===== src/rtl/smutex_lock_engine_if.sv =====
// Request/response bus between the register block and the lock engine.
// The master drives the access and the slave answers with a one-cycle response strobe.
interface smutex_lock_engine_if #(
  parameter int ID_W = 6
);
  logic            req_valid;
  logic            req_ready;
  logic            req_write;
  logic [4:0]      req_idx;
  logic [ID_W-1:0] req_id;
  logic [31:0]     req_wdata;
  logic            rsp_valid;
  logic [ID_W-1:0] rsp_rdata;
  logic            rsp_err;

  modport master (
    output req_valid, req_write, req_idx, req_id, req_wdata,
    input  req_ready, rsp_valid, rsp_rdata, rsp_err
  );

  modport slave (
    input  req_valid, req_write, req_idx, req_id, req_wdata,
    output req_ready, rsp_valid, rsp_rdata, rsp_err
  );
endinterface


===== src/rtl/smutex_lock_engine.sv =====
// Mutex owner table with acquire/release arbitration, hold-timeout watchdogs and error logging.
// Latency 2 cycles accept->rsp_valid; req_ready is low from accept until the response cycle ends.
module smutex_lock_engine #(
  parameter int NUM_MUTEX = 32,
  parameter int ID_W      = 6
) (
  input  logic                clk,
  input  logic                rst,
  smutex_lock_engine_if.slave bus,
  input  logic [7:0]          timeout_compare_q,
  input  logic [1:0]          timeout_prescale_q,
  input  logic [2:0]          err_code_q,
  output logic [2:0]          err_code_d,
  output logic                err_code_enb,
  output logic                err_access_d,
  output logic                err_access_enb,
  output logic [ID_W-1:0]     err_id_d,
  output logic                err_id_enb,
  output logic                err_multi_d,
  output logic                err_multi_enb,
  output logic [31:0]         err_data_d,
  output logic                err_data_enb,
  output logic [4:0]          err_idx_d,
  output logic                err_idx_enb
);

  localparam int SLOTS = 32;

  typedef enum logic [1:0] {ST_IDLE, ST_EXEC, ST_RESP} state_t;

  typedef struct packed {
    logic            write;
    logic [4:0]      idx;
    logic [ID_W-1:0] id;
    logic [31:0]     wdata;
  } req_t;

  state_t          state_q, state_d;
  req_t            req_q;
  logic [ID_W-1:0] rdata_q;
  logic            rsp_err_q;

  // Sized to the full 5-bit index space; slots at or above NUM_MUTEX stay zero.
  logic [ID_W-1:0] owner_q [SLOTS];
  logic [7:0]      age_q   [SLOTS];

  logic [11:0] pre_cnt_q;
  logic [11:0] pre_max;
  logic [1:0]  pre_sel_q;
  logic        tick;

  logic            to_hit;
  logic [4:0]      to_idx;
  logic            exec;
  logic            idx_ok;
  logic [ID_W-1:0] eff_owner;
  logic            acq_ok;
  logic            rel_ok;
  logic [2:0]      req_code;
  logic            req_err;
  logic [ID_W-1:0] rdata_next;

  // Tick generator; a prescale change restarts the count from zero.
  always_comb begin
    pre_max = 12'd0;
    case (timeout_prescale_q)
      2'd0:    pre_max = 12'd0;
      2'd1:    pre_max = 12'd15;
      2'd2:    pre_max = 12'd255;
      default: pre_max = 12'd4095;
    endcase
  end

  assign tick = (pre_sel_q == timeout_prescale_q) && (pre_cnt_q == pre_max);

  always_ff @(posedge clk or posedge rst) begin
    if (rst) begin
      pre_cnt_q <= 12'd0;
      pre_sel_q <= 2'd0;
    end else begin
      pre_sel_q <= timeout_prescale_q;
      if ((pre_sel_q != timeout_prescale_q) || (pre_cnt_q == pre_max))
        pre_cnt_q <= 12'd0;
      else
        pre_cnt_q <= pre_cnt_q + 12'd1;
    end
  end

  // Descending scan so the lowest expiring slot wins.
  always_comb begin
    to_hit = 1'b0;
    to_idx = 5'd0;
    for (int i = NUM_MUTEX - 1; i >= 0; i--) begin
      if ((owner_q[i] != '0) && (timeout_compare_q != 8'd0) &&
          (age_q[i] >= timeout_compare_q)) begin
        to_hit = 1'b1;
        to_idx = 5'(i);
      end
    end
  end

  assign exec   = (state_q == ST_EXEC);
  assign idx_ok = ({27'd0, req_q.idx} < 32'(NUM_MUTEX));

  // A same-cycle forced release is visible to the access.
  always_comb begin
    eff_owner = '0;
    if (idx_ok && !(to_hit && (to_idx == req_q.idx)))
      eff_owner = owner_q[req_q.idx];
  end

  assign acq_ok = exec && idx_ok && !req_q.write && (req_q.id != '0) && (eff_owner == '0);
  assign rel_ok = exec && idx_ok && req_q.write && (req_q.wdata == 32'd0) &&
                  (eff_owner == req_q.id);

  always_comb begin
    req_code = 3'd0;
    if (!idx_ok)
      req_code = 3'd4;
    else if (!req_q.write)
      req_code = (req_q.id == '0) ? 3'd5 : 3'd0;
    else if (req_q.wdata != 32'd0)
      req_code = 3'd2;
    else if ((eff_owner != '0) && (eff_owner != req_q.id))
      req_code = 3'd1;
  end

  assign req_err = exec && (req_code != 3'd0);

  always_comb begin
    rdata_next = eff_owner;
    if (!idx_ok)     rdata_next = '0;
    else if (acq_ok) rdata_next = req_q.id;
    else if (rel_ok) rdata_next = '0;
  end

  always_comb begin
    err_code_d     = 3'd0;
    err_code_enb   = 1'b0;
    err_access_d   = 1'b0;
    err_access_enb = 1'b0;
    err_id_d       = '0;
    err_id_enb     = 1'b0;
    err_multi_d    = 1'b0;
    err_multi_enb  = 1'b0;
    err_data_d     = 32'd0;
    err_data_enb   = 1'b0;
    err_idx_d      = 5'd0;
    err_idx_enb    = 1'b0;
    if (req_err || to_hit) begin
      err_multi_enb = 1'b1;
      if (err_code_q != 3'd0) begin
        err_multi_d = 1'b1;
      end else begin
        err_code_enb   = 1'b1;
        err_access_enb = 1'b1;
        err_id_enb     = 1'b1;
        err_data_enb   = 1'b1;
        err_idx_enb    = 1'b1;
        err_multi_d    = req_err && to_hit;
        if (req_err) begin
          err_code_d   = req_code;
          err_access_d = req_q.write;
          err_id_d     = req_q.id;
          err_data_d   = req_q.wdata;
          err_idx_d    = req_q.idx;
        end else begin
          err_code_d   = 3'd3;
          err_access_d = 1'b0;
          err_id_d     = owner_q[to_idx];
          err_data_d   = 32'd0;
          err_idx_d    = to_idx;
        end
      end
    end
  end

  always_ff @(posedge clk or posedge rst) begin
    if (rst) begin
      for (int i = 0; i < SLOTS; i++) begin
        owner_q[i] <= '0;
        age_q[i]   <= 8'd0;
      end
    end else begin
      for (int i = 0; i < NUM_MUTEX; i++) begin
        if (acq_ok && (req_q.idx == 5'(i))) begin
          owner_q[i] <= req_q.id;
          age_q[i]   <= 8'd0;
        end else if ((rel_ok && (req_q.idx == 5'(i))) || (to_hit && (to_idx == 5'(i)))) begin
          owner_q[i] <= '0;
          age_q[i]   <= 8'd0;
        end else if (tick && (owner_q[i] != '0) && (age_q[i] != 8'hff)) begin
          age_q[i] <= age_q[i] + 8'd1;
        end
      end
    end
  end

  always_ff @(posedge clk or posedge rst) begin
    if (rst) begin
      state_q   <= ST_IDLE;
      req_q     <= '0;
      rdata_q   <= '0;
      rsp_err_q <= 1'b0;
    end else begin
      state_q <= state_d;
      if ((state_q == ST_IDLE) && bus.req_valid) begin
        req_q.write <= bus.req_write;
        req_q.idx   <= bus.req_idx;
        req_q.id    <= bus.req_id;
        req_q.wdata <= bus.req_wdata;
      end
      if (exec) begin
        rdata_q   <= rdata_next;
        rsp_err_q <= req_err;
      end
    end
  end

  always_comb begin
    state_d = state_q;
    case (state_q)
      ST_IDLE: if (bus.req_valid) state_d = ST_EXEC;
      ST_EXEC: state_d = ST_RESP;
      ST_RESP: state_d = ST_IDLE;
      default: state_d = ST_IDLE;
    endcase
  end

  assign bus.req_ready = (state_q == ST_IDLE);
  assign bus.rsp_valid = (state_q == ST_RESP);
  assign bus.rsp_rdata = (state_q == ST_RESP) ? rdata_q : '0;
  assign bus.rsp_err   = (state_q == ST_RESP) && rsp_err_q;

endmodule


===== src/flat_wrapper.sv =====
// flat-port wrapper written by rule: the top's interface ports become plain ports
module smutex_lock_engine_flat 
#(
  parameter int NUM_MUTEX = 32,
  parameter int ID_W      = 6
)
  (clk, rst, timeout_compare_q, timeout_prescale_q, err_code_q, err_code_d, err_code_enb, err_access_d, err_access_enb, err_id_d, err_id_enb, err_multi_d, err_multi_enb, err_data_d, err_data_enb, err_idx_d, err_idx_enb, bus_req_valid, bus_req_write, bus_req_idx, bus_req_id, bus_req_wdata, bus_req_ready, bus_rsp_valid, bus_rsp_rdata, bus_rsp_err);
  smutex_lock_engine_if #(.ID_W(ID_W)) bus_i ();
  input  logic clk;
  input  logic rst;
  input  logic [7:0] timeout_compare_q;
  input  logic [1:0] timeout_prescale_q;
  input  logic [2:0] err_code_q;
  output logic [2:0] err_code_d;
  output logic err_code_enb;
  output logic err_access_d;
  output logic err_access_enb;
  output logic [ID_W-1:0] err_id_d;
  output logic err_id_enb;
  output logic err_multi_d;
  output logic err_multi_enb;
  output logic [31:0] err_data_d;
  output logic err_data_enb;
  output logic [4:0] err_idx_d;
  output logic err_idx_enb;
  input wire logic [$bits(bus_i.req_valid)-1:0] bus_req_valid;
  input wire logic [$bits(bus_i.req_write)-1:0] bus_req_write;
  input wire logic [$bits(bus_i.req_idx)-1:0] bus_req_idx;
  input wire logic [$bits(bus_i.req_id)-1:0] bus_req_id;
  input wire logic [$bits(bus_i.req_wdata)-1:0] bus_req_wdata;
  output wire logic [$bits(bus_i.req_ready)-1:0] bus_req_ready;
  output wire logic [$bits(bus_i.rsp_valid)-1:0] bus_rsp_valid;
  output wire logic [$bits(bus_i.rsp_rdata)-1:0] bus_rsp_rdata;
  output wire logic [$bits(bus_i.rsp_err)-1:0] bus_rsp_err;
  assign bus_i.req_valid = bus_req_valid;
  assign bus_i.req_write = bus_req_write;
  assign bus_i.req_idx = bus_req_idx;
  assign bus_i.req_id = bus_req_id;
  assign bus_i.req_wdata = bus_req_wdata;
  assign bus_req_ready = bus_i.req_ready;
  assign bus_rsp_valid = bus_i.rsp_valid;
  assign bus_rsp_rdata = bus_i.rsp_rdata;
  assign bus_rsp_err = bus_i.rsp_err;
  smutex_lock_engine #(.NUM_MUTEX(NUM_MUTEX), .ID_W(ID_W)) u_core (.clk(clk), .rst(rst), .bus(bus_i), .timeout_compare_q(timeout_compare_q), .timeout_prescale_q(timeout_prescale_q), .err_code_q(err_code_q), .err_code_d(err_code_d), .err_code_enb(err_code_enb), .err_access_d(err_access_d), .err_access_enb(err_access_enb), .err_id_d(err_id_d), .err_id_enb(err_id_enb), .err_multi_d(err_multi_d), .err_multi_enb(err_multi_enb), .err_data_d(err_data_d), .err_data_enb(err_data_enb), .err_idx_d(err_idx_d), .err_idx_enb(err_idx_enb));
endmodule

===== config.mk =====
export PLATFORM = sky130hd
export DESIGN_NAME = smutex_lock_engine_flat
export DESIGN_NICKNAME = d
export VERILOG_FILES = /design/src/rtl/smutex_lock_engine_if.sv /design/src/rtl/smutex_lock_engine.sv /design/src/flat_wrapper.sv
export SDC_FILE = /design/constraint.sdc
export NUM_CORES = 2
export LEC_CHECK = 0
export BUFFER_PORTS_ARGS = -buffer_cell sky130_fd_sc_hd__buf_2
export CORE_MARGIN = 5
export CORE_UTILIZATION = 40
export CTS_CLUSTER_DIAMETER = 80
export DETAILED_ROUTE_END_ITERATION = 12
export GPL_ROUTABILITY_DRIVEN = 1
export PLACE_DENSITY = 0.66
export SETUP_SLACK_MARGIN = 0.15
export SYNTH_ARGS = -nofsm -noshare
export SYNTH_HDL_FRONTEND = slang
export SYNTH_SLANG_ARGS = --single-unit

===== constraint.sdc =====
create_clock -name clk -period 33.4 [get_ports clk]
set_clock_uncertainty 0.2 [all_clocks]
set_input_delay 10.02 -clock clk [delete_from_list [all_inputs] [get_ports clk]]
set_output_delay 10.02 -clock clk [all_outputs]
set_load 0.05 [all_outputs]

==> impl_metrics.csv <==
group,metric,value,unit
run_status,status,"finished, final reports clean",
critical_path,cp-end-kind,"output pin",
clocking,postCtsResizedCells,0,
floorplanning,fp.dieW,304.6,um
floorplanning,core,86480,um^2
yosys,synthesis.area,34720,um^2
yosys,syn_avg_cell_area,9.285,um^2
clocking,clock_latency,650,ps
floorplanning,fp.dieH,304.6,um
detailed_routing,drt-total-wl,109.6,mm
yosys,synth-edff-count,0,
detailed_routing,antenna_left,0,
sta,hold_viol_final,0,
cells_and_area,antenna_cells,0,
detailed_routing,vias,29630,
critical_path,worst_setup_path_start_kind,"input port",
yosys,yosysTopAreaCellShare,37.12,%
floorplanning,boundaryPins,123,
global_routing,globalRoute.totalOverflow,0,
critical_path,crit_required,23180,ps
sta,setup_viol_count_final,0,
floorplanning,num_rows,108,
cells_and_area,final_nets,4142,
yosys,syn_inst,3739,
critical_path,endpoint,"err_id_d[1]",
sta,max_freq,36.96,MHz
critical_path,worstReg2RegEnd,"u_core.owner_q[2]",
clocking,clk_path_buf_depth,3,
clocking,post-cts-setup-buffer-count,0,
sta,drv_slew,0,
detailed_routing,routedLengthMet1,45.84,mm
detailed_routing,wl_per_cell,21.95,um
sta,fin_crit,27060,ps
yosys,ys_seq_area_share,37.12,%
critical_path,path_class,"input port to output pin",
yosys,synth_area_leaders,"dfrtp_1 (37%), ha_1 (10%), nand2_1 (7.3%), mux4_2 (4.0%), xnor2_1 (3.9%)",
sta,tightest_slew,1277,ps
floorplanning,start_util,40.14,%
clocking,cts_tree,"built",
yosys,ys_ff_latch,515,
power,p_switching,0.9097,mW
yosys,yosysTopAreaCell,"dfrtp_1",
global_routing,grt_pass1_vias,28600,
power,ir_drop,0.04876,mV
detailed_routing,drc_errors,0,
power,seqPwrFrac,37.8,%
yosys,synthesis.nets,4088,
sta,finalCritPeriodShare,81.02,%
clocking,cts.sinks,515,
sta,tns,0,ps
cells_and_area,final_util,44.35,%
clocking,htree_levels,2,
floorplanning,die_area,92780,um^2
power,clkPwrFrac,28.9,%
global_routing,antenna_found_initial,0,
critical_path,r2r-start,"u_core.age_q[32]",
place,place_hpwl,77.07,mm
yosys,yosysWarnings,0,
critical_path,cp-startpoint,"timeout_compare_q[0]",
yosys,synth.distinct_cells,87,
clocking,cts_hold_buf,0,
place,port_buffers,122,
detailed_routing,vias_per_cell,5.933,
power,p_leak,17.04,nW
detailed_routing,top_layer_used,"met4",
critical_path,cp.arrival,16840,ps
detailed_routing,drt_pass1_iterations,6,
cells_and_area,syn_to_final_growth,10.49,%
critical_path,reg2reg_setup_slack,26610,ps
sta,rsz0062_at_grt,"no",
clocking,cts_root_buffer,"clkbuf_16",
global_routing,grt_pass1_wl,170.2,mm
critical_path,r2r_cells,17,
clocking,cts_buffers,58,
global_routing,grt_start_max_net_pins,111,
critical_path,path_max_fanout,51,
yosys,synth_ff_type,"dfrtp_1",
worst_hold_path,hp-class,"flop to flop",
sta,slew_headroom,14.79,%
global_routing,track_usage,22.82,%
flow_run,cap_violations,0,
place,routabilityCongestion,0.9653,
power,combPwrFrac,33.3,%
power,internal_power,1.480,mW
detailed_routing,drt-initial-drc-count,2737,
yosys,async_reset_ff_share,100.0,%
detailed_routing,dr_wl_met2,50.66,mm
detailed_routing,wl_met3,7.913,mm
power,p_per_area,62.30,nW/um^2
power,p_sw_share,38.07,%
clocking,cts.clk_slew.worst_paths,60,ps
cells_and_area,drive_gt1_share,12.43,%
## cell families (layout without fill, tap and decap cells)
family	count (synthesis)	count (layout)	synth area share, %
AOI/OAI and AO/OA	715	715	14.41
xor gates and xnor gates	236	236	5.954
adders and majority gates	289	289	10.42
buffers and inverters	245	345	3.273
DFF	515	515	37.12
muxes	235	235	9.201
and+or+nand+nor	1504	1504	19.62
## flip-flops by register name, indices dropped and copies added, names as in the netlist
signal and cells:
u_core.age_q 256, u_core.owner_q 192, u_core.pre_cnt_q 12, u_core.pre_sel_q 2, u_core.rdata_q 6, u_core.req_q 44
u_core.rsp_err_q 1, u_core.state_q 2
## power by group through the flow
stage / Combinational, mW / Clock [mW] / Sequential [mW]
2_1_floorplan: 0.579 / 0 / 0.840
3_3_place_gp: 0.767 / 0 / 0.904
3_5_place_dp: 0.781 / 0 / 0.906
4_1_cts: 0.785 / 0.700 / 0.896
5_1_grt: 0.863 / 0.726 / 0.916
6_report: 0.796 / 0.691 / 0.903
## synthesized netlist by cell type, types with 81 or more instances
cell and number:
ha_1 289, mux2i_1 120, nor2_1 338, o21ai_0 120, nand4_1 86, a21oi_1 81, a211oi_1 90, xor2_1 82
xnor2_1 154, nand2_1 673, dfrtp_1 515, o22ai_1 151
## critical path, cell delays in order
cell and delay, ps:
buf_2 310, or4_1 630, nor2_2 980, or2_2 280
or4_1 390, nand3_1 580, o21a_1 400, nand2_4 420
buf_4 710, a2111oi_0 270, a211oi_1 260, nand2_1 80
or4_1 620, a22oi_1 330, a22o_1 180, buf_2 270
## routing by layer
layer	vias up	GRT usage, %
li1	13680	-
met1	14510	30.33
met2	1134	37.27
met3	301	3.833
met4	0	9.281
met5	-	0
## worst min-delay path by stage
| stage | endpoint | cells after the start | startpoint |
|---|---|---|---|
| finish | u_core.rsp_err_q | 2 | u_core.rsp_err_q |
| global route | u_core.rsp_err_q | 2 | u_core.rsp_err_q |
| CTS | u_core.rsp_err_q | 2 | u_core.rsp_err_q |
| detailed placement | u_core.rsp_err_q | 2 | u_core.rsp_err_q |
| global placement | u_core.rsp_err_q | 2 | u_core.rsp_err_q |
| floorplan | u_core.rsp_err_q | 2 | u_core.rsp_err_q |
## per-stage QoR
| stage | total power [mW] | hold slack [ps] | setup WS, ps | cell area [um^2] | instances |
|---|---|---|---|---|---|
| floorplan | 1.419 | 238.7 | 7632 | 34720 | 3739 |
| global placement | 1.671 | 252.5 | 6540 | 36300 | 4888 |
| detailed placement | 1.687 | 256.2 | 6416 | 36300 | 4888 |
| CTS | 2.382 | 271.3 | 6441 | 38360 | 4994 |
| global route | 2.505 | 286.4 | 6052 | 38360 | 4994 |
| finish | 2.390 | 268.5 | 6341 | 38360 | 4994 |
## placed cells by master, fill, tap and decap left out, types with 72 or more instances in the layout
cell      count
nand2_1     672
mux2i_1     120
nor2_1      335
xor2_1       82
nor3_1       73
o21ai_0     120
xnor2_1     154
nand4_1      86
o22ai_1     151
a21oi_1      78
a211oi_1     90
inv_1        72
dfrtp_1     513
nand3_1      78
buf_2       122
ha_1        289
## layout make-up
type | count | area [um^2]
fill | 8281 | 48120
multi-input combinational | 2979 | 20770
sequential | 515 | 12890
clock buffer | 83 | 1715
tap | 1155 | 1445
timing repair buffer | 158 | 880.8
clock inverter | 23 | 341.6
inverter | 81 | 311.5
No activity file was read; power rests on OpenSTA's default activity.
